===== src/rtl/bus_dev_fifo_if.sv =====
// Bundle of device-side and arbiter-side signals for one bus_dev_fifo instance.
// Optional BUS_DEV_ADDR_CHECK_EN adds the addr_drop_cnt status signal.
interface bus_dev_fifo_if #(
    parameter int pckg_sz = 16,
    parameter int depth   = 8
);
    localparam int CW = $clog2(depth + 1);

    logic               dev_push;
    logic [pckg_sz-1:0] dev_din;
    logic               dev_full;
    logic               pndng;
    logic               pop;
    logic [pckg_sz-1:0] D_pop;
    logic               push;
    logic [pckg_sz-1:0] D_push;
    logic               dev_pndng;
    logic               dev_pop;
    logic [pckg_sz-1:0] dev_dout;
    logic [CW-1:0]      tx_count;
    logic [CW-1:0]      rx_count;
    logic               tx_ovf;
    logic               rx_ovf;
    logic               udf;
`ifdef BUS_DEV_ADDR_CHECK_EN
    logic [7:0]         addr_drop_cnt;
`endif

    modport slave (
        input  dev_push, dev_din, pop, push, D_push, dev_pop,
        output dev_full, pndng, D_pop, dev_pndng, dev_dout,
        output tx_count, rx_count, tx_ovf, rx_ovf, udf
`ifdef BUS_DEV_ADDR_CHECK_EN
        , output addr_drop_cnt
`endif
    );

    modport master (
        output dev_push, dev_din, pop, push, D_push, dev_pop,
        input  dev_full, pndng, D_pop, dev_pndng, dev_dout,
        input  tx_count, rx_count, tx_ovf, rx_ovf, udf
`ifdef BUS_DEV_ADDR_CHECK_EN
        , input addr_drop_cnt
`endif
    );
endinterface


===== src/rtl/bus_dev_fifo.sv =====
// Per-device TX/RX first-word-fall-through FIFO stage between a bus device and the arbiter.
// Define BUS_DEV_ADDR_CHECK_EN to filter RX packets by destination ID and count the drops.
module bus_dev_fifo_core #(
    parameter int pckg_sz = 16,
    parameter int depth   = 8
) (
    input  logic                         clk,
    input  logic                         reset,
    input  logic                         i_push,
    input  logic [pckg_sz-1:0]           i_din,
    input  logic                         i_pop,
    output logic [pckg_sz-1:0]           o_dout,
    output logic                         o_pndng,
    output logic                         o_full,
    output logic [$clog2(depth+1)-1:0]   o_count,
    output logic                         o_ovf,
    output logic                         o_udf
);
    localparam int AW = $clog2(depth);
    localparam int CW = $clog2(depth + 1);

    logic [pckg_sz-1:0] r_mem [depth];
    logic [AW-1:0]      r_rd_ptr;
    logic [AW-1:0]      r_wr_ptr;
    logic [CW-1:0]      r_count;
    logic               r_ovf;
    logic               r_udf;

    logic w_full;
    logic w_empty;
    logic w_do_push;
    logic w_do_pop;

    assign w_full  = (r_count == CW'(depth));
    assign w_empty = (r_count == '0);

    // A pop at full frees the slot the same-cycle push needs; a pop at empty never bypasses.
    assign w_do_push = i_push && (!w_full || i_pop);
    assign w_do_pop  = i_pop && !w_empty;

    always_ff @(posedge clk) begin
        if (!reset && w_do_push) begin
            r_mem[r_wr_ptr] <= i_din;
        end
    end

    always_ff @(posedge clk) begin
        if (reset) begin
            r_rd_ptr <= '0;
            r_wr_ptr <= '0;
            r_count  <= '0;
            r_ovf    <= 1'b0;
            r_udf    <= 1'b0;
        end else begin
            if (w_do_push) begin
                r_wr_ptr <= r_wr_ptr + AW'(1);
            end
            if (w_do_pop) begin
                r_rd_ptr <= r_rd_ptr + AW'(1);
            end
            case ({w_do_push, w_do_pop})
                2'b10:   r_count <= r_count + CW'(1);
                2'b01:   r_count <= r_count - CW'(1);
                default: r_count <= r_count;
            endcase
            if (i_push && w_full && !i_pop) begin
                r_ovf <= 1'b1;
            end
            if (i_pop && w_empty) begin
                r_udf <= 1'b1;
            end
        end
    end

    assign o_dout  = w_empty ? '0 : r_mem[r_rd_ptr];
    assign o_pndng = !w_empty;
    assign o_full  = w_full;
    assign o_count = r_count;
    assign o_ovf   = r_ovf;
    assign o_udf   = r_udf;
endmodule

module bus_dev_fifo #(
    parameter int         pckg_sz   = 16,
    parameter int         depth     = 8,
    parameter logic [7:0] drv_id    = 8'd0,
    parameter logic [7:0] broadcast = 8'b0000_0111
) (
    input  logic                clk,
    input  logic                reset,
    bus_dev_fifo_if.slave       bus
);
    logic w_rx_push;
    logic w_tx_udf;
    logic w_rx_udf;

`ifdef BUS_DEV_ADDR_CHECK_EN
    logic [7:0] w_dest;
    logic       w_addr_ok;
    logic [7:0] r_drop_cnt;

    assign w_dest    = bus.D_push[pckg_sz-1 -: 8];
    assign w_addr_ok = (w_dest == drv_id) || (w_dest == broadcast);
    assign w_rx_push = bus.push && w_addr_ok;

    // Filtered packets never reach the RX FIFO, so they cannot raise rx_ovf.
    always_ff @(posedge clk) begin
        if (reset) begin
            r_drop_cnt <= '0;
        end else if (bus.push && !w_addr_ok && (r_drop_cnt != 8'hFF)) begin
            r_drop_cnt <= r_drop_cnt + 8'd1;
        end
    end

    assign bus.addr_drop_cnt = r_drop_cnt;
`else
    logic w_unused_cfg;

    assign w_unused_cfg = ^{drv_id, broadcast};
    assign w_rx_push    = bus.push;
`endif

    bus_dev_fifo_core #(
        .pckg_sz (pckg_sz),
        .depth   (depth)
    ) u_tx (
        .clk     (clk),
        .reset   (reset),
        .i_push  (bus.dev_push),
        .i_din   (bus.dev_din),
        .i_pop   (bus.pop),
        .o_dout  (bus.D_pop),
        .o_pndng (bus.pndng),
        .o_full  (bus.dev_full),
        .o_count (bus.tx_count),
        .o_ovf   (bus.tx_ovf),
        .o_udf   (w_tx_udf)
    );

    logic w_rx_full_unused;

    bus_dev_fifo_core #(
        .pckg_sz (pckg_sz),
        .depth   (depth)
    ) u_rx (
        .clk     (clk),
        .reset   (reset),
        .i_push  (w_rx_push),
        .i_din   (bus.D_push),
        .i_pop   (bus.dev_pop),
        .o_dout  (bus.dev_dout),
        .o_pndng (bus.dev_pndng),
        .o_full  (w_rx_full_unused),
        .o_count (bus.rx_count),
        .o_ovf   (bus.rx_ovf),
        .o_udf   (w_rx_udf)
    );

    assign bus.udf = w_tx_udf | w_rx_udf;
endmodule


===== src/flat_wrapper.sv =====
// flat-port wrapper written by rule: the top's interface ports become plain ports
module bus_dev_fifo_flat 
#(
    parameter int         pckg_sz   = 16,
    parameter int         depth     = 8,
    parameter logic [7:0] drv_id    = 8'd0,
    parameter logic [7:0] broadcast = 8'b0000_0111
)
  (clk, reset, bus_dev_push, bus_dev_din, bus_pop, bus_push, bus_D_push, bus_dev_pop, bus_dev_full, bus_pndng, bus_D_pop, bus_dev_pndng, bus_dev_dout, bus_tx_count, bus_rx_count, bus_tx_ovf, bus_rx_ovf, bus_udf);
  bus_dev_fifo_if #(.pckg_sz(pckg_sz), .depth(depth)) bus_i ();
  input  logic clk;
  input  logic reset;
  input wire logic [$bits(bus_i.dev_push)-1:0] bus_dev_push;
  input wire logic [$bits(bus_i.dev_din)-1:0] bus_dev_din;
  input wire logic [$bits(bus_i.pop)-1:0] bus_pop;
  input wire logic [$bits(bus_i.push)-1:0] bus_push;
  input wire logic [$bits(bus_i.D_push)-1:0] bus_D_push;
  input wire logic [$bits(bus_i.dev_pop)-1:0] bus_dev_pop;
  output wire logic [$bits(bus_i.dev_full)-1:0] bus_dev_full;
  output wire logic [$bits(bus_i.pndng)-1:0] bus_pndng;
  output wire logic [$bits(bus_i.D_pop)-1:0] bus_D_pop;
  output wire logic [$bits(bus_i.dev_pndng)-1:0] bus_dev_pndng;
  output wire logic [$bits(bus_i.dev_dout)-1:0] bus_dev_dout;
  output wire logic [$bits(bus_i.tx_count)-1:0] bus_tx_count;
  output wire logic [$bits(bus_i.rx_count)-1:0] bus_rx_count;
  output wire logic [$bits(bus_i.tx_ovf)-1:0] bus_tx_ovf;
  output wire logic [$bits(bus_i.rx_ovf)-1:0] bus_rx_ovf;
  output wire logic [$bits(bus_i.udf)-1:0] bus_udf;
  assign bus_i.dev_push = bus_dev_push;
  assign bus_i.dev_din = bus_dev_din;
  assign bus_i.pop = bus_pop;
  assign bus_i.push = bus_push;
  assign bus_i.D_push = bus_D_push;
  assign bus_i.dev_pop = bus_dev_pop;
  assign bus_dev_full = bus_i.dev_full;
  assign bus_pndng = bus_i.pndng;
  assign bus_D_pop = bus_i.D_pop;
  assign bus_dev_pndng = bus_i.dev_pndng;
  assign bus_dev_dout = bus_i.dev_dout;
  assign bus_tx_count = bus_i.tx_count;
  assign bus_rx_count = bus_i.rx_count;
  assign bus_tx_ovf = bus_i.tx_ovf;
  assign bus_rx_ovf = bus_i.rx_ovf;
  assign bus_udf = bus_i.udf;
  bus_dev_fifo #(.pckg_sz(pckg_sz), .depth(depth), .drv_id(drv_id), .broadcast(broadcast)) u_core (.clk(clk), .reset(reset), .bus(bus_i));
endmodule

===== config.mk =====
export PLATFORM = sky130hd
export DESIGN_NAME = bus_dev_fifo_flat
export DESIGN_NICKNAME = d
export VERILOG_FILES = /design/src/rtl/bus_dev_fifo_if.sv /design/src/rtl/bus_dev_fifo.sv /design/src/flat_wrapper.sv
export SDC_FILE = /design/constraint.sdc
export NUM_CORES = 1
export LEC_CHECK = 0
export CAP_MARGIN = 5
export CORE_ASPECT_RATIO = 1.4
export CORE_MARGIN = 2
export CORE_UTILIZATION = 40
export DETAILED_ROUTE_END_ITERATION = 8
export PLACE_DENSITY = 0.56
export SLEW_MARGIN = 10
export SYNTH_ARGS = -nofsm -noshare
export SYNTH_HDL_FRONTEND = slang
export SYNTH_SLANG_ARGS = --single-unit

===== constraint.sdc =====
create_clock -name clk -period 3.99 [get_ports clk]
set_input_delay 0.798 -clock clk [delete_from_list [all_inputs] [get_ports clk]]
set_output_delay 0.798 -clock clk [all_outputs]
set_load 0.1 [all_outputs]

# --- Word-level counts from Yosys, hierarchy flattened ---
# Memories as Yosys holds them, arrays and structs flattened. A register that Yosys moved wholly into a read port is not among the register bits.
# Index checks and enable logic that the tools add are counted.
classes:
  add_sub_neg: 8
  n_eq_ne: 6
  mux: 12
  n_bitwise: 1
  n_reduce_logical: 25
op_table:
  columns: ["operator", "count"]
  rows:
  - ["$mux 16", 2]
  - ["$pmux 4 s2", 2]
  - ["$add 3x1->3 const B", 4]
  - ["$logic_and 1x1->1", 12]
  - ["$mux 3", 4]
  - ["$add 4x1->4 const B", 2]
  - ["$eq 4x4->1 const B", 2]
  - ["$logic_not 4->1", 2]
  - ["$sub 4x1->4 const B", 2]
  - ["$logic_not 1->1", 7]
  - ["$eq 2x1->1 const B", 2]
  - ["$eq 2x2->1 const B", 2]
  - ["$mux 1", 4]
  - ["$reduce_bool 2->1", 2]
  - ["$logic_or 1x1->1", 2]
  - ["$or 1x1->1", 1]
totals:
  reg_bits: 24
  mem_bits_rw: 256
  input_bits: 38
  n_memories: 2
mem_list:
  columns: ["name", "depth", "word_bits", "rd", "rd_clocked_by_memory_dff", "write_ports", "line", "rtl"]
  rows:
  - ["u_core.u_rx.r_mem", 8, 16, 1, 1, 1, "bus_dev_fifo.sv:22", "logic [pckg_sz-1:0] r_mem [depth];"]
  - ["u_core.u_tx.r_mem", 8, 16, 1, 1, 1, "bus_dev_fifo.sv:22", null]

# --- Longest topological paths before layout ---
logic_depth:
  depth_word: 7
  depth_mapped: 12
  ltp_nobuf: 11

# --- Modules after synthesis ---
# From an unflattened synthesis, not the netlist that was laid out.
hier_totals:
  cells_unflattened: 576
  hier_area_um2: 11242.0
modules_own_cells:
  columns: ["mod", "n_inst", "cells_per_inst", "area_per_inst_um2", "seq_area_each_um2"]
  rows:
  - ["bus_dev_fifo_core (u_core.u_rx)", 1, 287, 5632.9, 4144.0]
  - ["bus_dev_fifo_core (u_core.u_tx)", 1, 288, 5602.9, 4144.0]
  - ["bus_dev_fifo", 1, 1, 6.3, 0.0]

# --- Least setup slack after synthesis ---
# Ideal clock, no wire load.
synth_timing:
  kind: "reg2reg"
  from: "reg u_core.u_tx.r_count[1] (netlist: u_core.u_tx.o_count[1])"
  to: "mem u_core.u_tx.r_mem[0][0], enable pin"
  setup_ns: 0.430
  arrival_ns: 3.411
  required_time_ns: 3.560
  path_slack_ns: 0.149
  stages_incl_launch_ff: 6
  path_cell_list: "dfxtp_1 > buf_2 > or4b_4 > o21ai_2 > or2_2 > nor4_1"
synth_between:
  elab_chain_cells: 7
synth_lines:
  columns: ["item", "line", "rtl"]
  rows:
  - ["from (decl)", "bus_dev_fifo.sv:25", "logic [CW-1:0] r_count;"]
  - ["from (signal assigned)", "bus_dev_fifo.sv:62", "2'b10: r_count <= r_count + CW'(1);"]
  - ["from (signal assigned)", "bus_dev_fifo.sv:63", "2'b01: r_count <= r_count - CW'(1);"]
  - ["from (signal assigned)", "bus_dev_fifo.sv:64", "default: r_count <= r_count;"]
  - ["$eq 4x4->1", "bus_dev_fifo.sv:34", "assign w_full = (r_count == CW'(depth));"]
  - ["$logic_not 1->1", "bus_dev_fifo.sv:38", "assign w_do_push = i_push && (!w_full || i_pop);"]
  - ["$logic_or 1x1->1", "bus_dev_fifo.sv:38", null]
  - ["$logic_and 1x1->1", "bus_dev_fifo.sv:38", null]
  - ["$logic_and 1x1->1", "bus_dev_fifo.sv:42", "if (!reset && w_do_push) begin"]
  - ["$mux 1", "bus_dev_fifo.sv:42", null]
  - ["$mux 1 (implied by the code)", "bus_dev_fifo.sv:43", "r_mem[r_wr_ptr] <= i_din;"]
  - ["to (decl)", "bus_dev_fifo.sv:22", null]
# Every way passes these cells.

# --- Final worst setup path ---
layout_timing:
  from: "reg u_core.u_rx.r_count[1] (netlist: u_core.u_rx.o_count[1])"
  to: "out bus_dev_pndng"
layout_between:
  elab_chain_cells: 2
layout_lines:
  columns: ["item", "line", "rtl"]
  rows:
  - ["from (decl)", "bus_dev_fifo.sv:25", null]
  - ["from (signal assigned)", "bus_dev_fifo.sv:62", null]
  - ["from (signal assigned)", "bus_dev_fifo.sv:63", null]
  - ["from (signal assigned)", "bus_dev_fifo.sv:64", null]
  - ["$logic_not 4->1", "bus_dev_fifo.sv:35", "assign w_empty = (r_count == '0);"]
  - ["$logic_not 1->1", "bus_dev_fifo.sv:76", "assign o_pndng = !w_empty;"]
  - ["to (decl)", "flat_wrapper.sv:22", "output wire logic [$bits(bus_i.dev_pndng)-1:0] bus_dev_pndng;"]
# Every way passes these cells.

==> key figures <==
Setup path
  • Startpoint Class: flip-flop
  • Crit path max fanout: 18
  • Worst path required time: about 3.2 ns
  • Worst EP arrival: 2.67 ns
  • Setup CP Type: reg -> out
  • Endpoint class of the critical path: output port
  • R2R Setup Slk: 1.26 ns

Yosys
  • Top-area cell type share of the netlist area: 0.6853
  • Register area share after synthesis: 0.7389
  • Synthesized instance count: 571
  • Dominant synthesized flop cell: edfxtp_1
  • Syn Nets: 619
  • Post-synth cell types: 43
  • Count leader, synth: edfxtp_1
  • Flops & latches, synth: 286
  • Main area contributors after synthesis: edfxtp_1 (69%), mux4_2 (13%), dfxtp_1 (5.4%)
  • Synth cell count leaders: edfxtp_1 (256), mux4_2 (64), nor2_1 (64), mux2i_1 (39), dfxtp_1 (30)
  • Syn. warnings: 0
  • Syn Area/Cell: 19.64 µm²
  • EDFF count, synth: 256
  • Post-synth top area cell: edfxtp_1
  • Post-synth ARST share: 0
  • Synthesized area: 11220 µm²

Floorplan
  • Initial core utilization: 0.4056
  • Die area: 29420 µm²
  • Die Span X: 145.5 µm
  • Die Y-Extent: 202.1 µm
  • Site row count: 72
  • IO Pins: 84
  • Core area: roughly 28000 µm²

Final layout
  • Register area: 8290 µm²
  • Layout cells sized above 1: 0.2601
  • Final Cell Area: 13310 µm²
  • Fillers: 2363
  • Multi-input logic area: 2815 µm²
  • Antenna diodes: 0
  • Layout area overhead: 18.65%
  • Final Net Count: roughly 730

Clock network
  • Num CTS Buffers: 27
  • Hold-fix buffers, CTS: 0
  • Clock transition at path regs: approximately 0.060 ns
  • Root Driver: clkbuf_16
  • CTS tree: yes
  • Clk Latency, worst-skew pair: between 0.5 and 0.6 ns
  • Post-CTS Setup Inserts: 0
  • Clk sink count: 286
  • CTS max path bufs: 3
  • H-tree levels: 1
  • Resized cells post-CTS: 0

Timing
  • RSZ-0062 raised after global routing: no
  • TNS Setup: 0 ns
  • Worst Tran Pin Value: 0.9845 ns
  • Max Fclk: 0.2882 GHz
  • Period utilisation layout: 0.8696
  • Fin Clk Skew: roughly 0.0068 ns
  • Setup-failing EPs final: 0
  • Max-slew violations: 0
  • Tmin final: 3.470 ns
  • Slew margin rel.: 0.3416
  • Endpoints failing hold: 0

Global routing
  • Number of global-route vias before repair: 5937
  • Remaining Overflow, GRT: 0
  • M1 GR Usage: 0.1700
  • Gr usage total: 0.1513
  • Met3 Use GR: 0.02664
  • Pin count of the biggest net entering global routing: 33
  • Most Crowded Layer GR: met2
  • Routing usage on met2: 0.2971
  • Initial antenna violation count: 0
  • First-pass GRT wire length: roughly 34000 µm

Route
  • Routed WL: 22180 µm
  • DRT iter0 DRCs: 367
  • Initial DRT Pass Iterations: 4
  • Detail Route Antenna Nets: 0
  • Drt drc: 0
  • Vias/cell: 5.083
  • Via Count: between 5000 and 6000
  • WL per Instance: 20.81 µm

Hold path
  • HP Class: reg -> reg

Placed design
  • Detailed Place HPWL: 13250 µm
  • RD Place Congestion: 0.7027
  • Port bufs: 83
  • Placed Area: 12530 µm²

Power
  • Power Dens Cells: 728.2 nW/µm²
  • Peak supply drop: 0.0006095 V
  • Lkg Pwr: 4.270 nW

Status
  • Status: completed

Job
  • Max-Cap Viols: 0
routing by layer:
layer	part of all wire	vias to the layer above	routed length, µm
li1	-	2489	-
met1	0.38	2801	8399
met2	0.56	97	12490
met3	0.042	31	935
met4	0.016	0	353
met5	0	-	0
stage by stage:
step	hold WS [ns]	worst slack [ns]	util	total power [mW]	instances
after global routing	0.5081	0.3426	0.4812	10.10	1066
after CTS	0.4842	0.4460	0.4812	9.837	1066
after global placement	0.4515	0.9051	0.4530	7.496	1019
after detailed placement	0.4668	0.8721	0.4530	7.530	1019
after floorplan	0.4285	0.1492	-	6.689	571
final	0.4750	0.5203	0.4812	9.691	1066
power breakdown:
part,switching [mW],total [mW],leakage (nW),internal (mW)
registers,0.172,3.55,2.56,3.38
clock network,1.01,2.28,0.379,1.28
logic,2.81,3.85,1.33,1.04
total,3.99,9.69,4.27,5.70
layout by cell type (no fill, tap or decap), drive strengths merged, types with 10 or more instances in the layout:
cell type      instances
nor2                  65
ha                    10
clkbuf                37
a21oi                 10
mux4                  64
xor2                  11
edfxtp               256
mux2i                 39
clkdlybuf4s50         49
buf                   59
dfxtp                 30
cells by family after synthesis:
logic type	after synthesis	share of synthesized area
buffers and inverters	33	0.01484
adders and majority gates	10	0.01115
AOI/OAI and AO/OA	21	0.01104
DFF	286	0.7389
xor gates and xnor gates	13	0.01149
muxes	104	0.1643
and+or+nand+nor	104	0.04830
registers in the layout (all words and copies together), names as in the netlist, named ones only:
signal                flops
u_core.u_tx.r_wr_ptr      3
u_core.u_tx.r_rd_ptr      3
u_core.u_rx.o_count       4
u_core.u_tx.o_ovf         1
u_core.u_tx.o_udf         1
u_core.u_rx.r_wr_ptr      3
u_core.u_rx.o_ovf         1
u_core.u_rx.r_mem       128
u_core.u_rx.r_rd_ptr      3
u_core.u_tx.r_mem       128
u_core.u_rx.o_udf         1
u_core.u_tx.o_count       4
layout make-up:
| class | count | area share |
|---|---|---|
| clock buffers | 37 | 0.05518 |
| clock inverters | 10 | 0.003478 |
| inverters | 3 | 0.001034 |
| multi-input cells | 252 | 0.2115 |
| flip-flops and latches | 286 | 0.6229 |
| well taps | 370 | 0.03478 |
| repair buffers | 108 | 0.07107 |
worst paths after layout:
check	start	to	cells after the start
worst max-delay path	u_core.u_rx.o_count[1]	bus_dev_pndng	4
worst min-delay path	u_core.u_tx.o_ovf	u_core.u_tx.o_ovf	2
worst max register to register	u_core.u_tx.o_count[2]	u_core.u_tx.o_count[2]	11
worst min register to register	u_core.u_tx.o_ovf	u_core.u_tx.o_ovf	2
critical path, stage by stage (launching register included):
cell and delay [ns]:
dfxtp_1 0.37, or3_4 0.44, nor2_8 0.30, inv_4 0.06
clkdlybuf4s50_1 0.97
No activity file was read; power rests on OpenSTA's default activity.
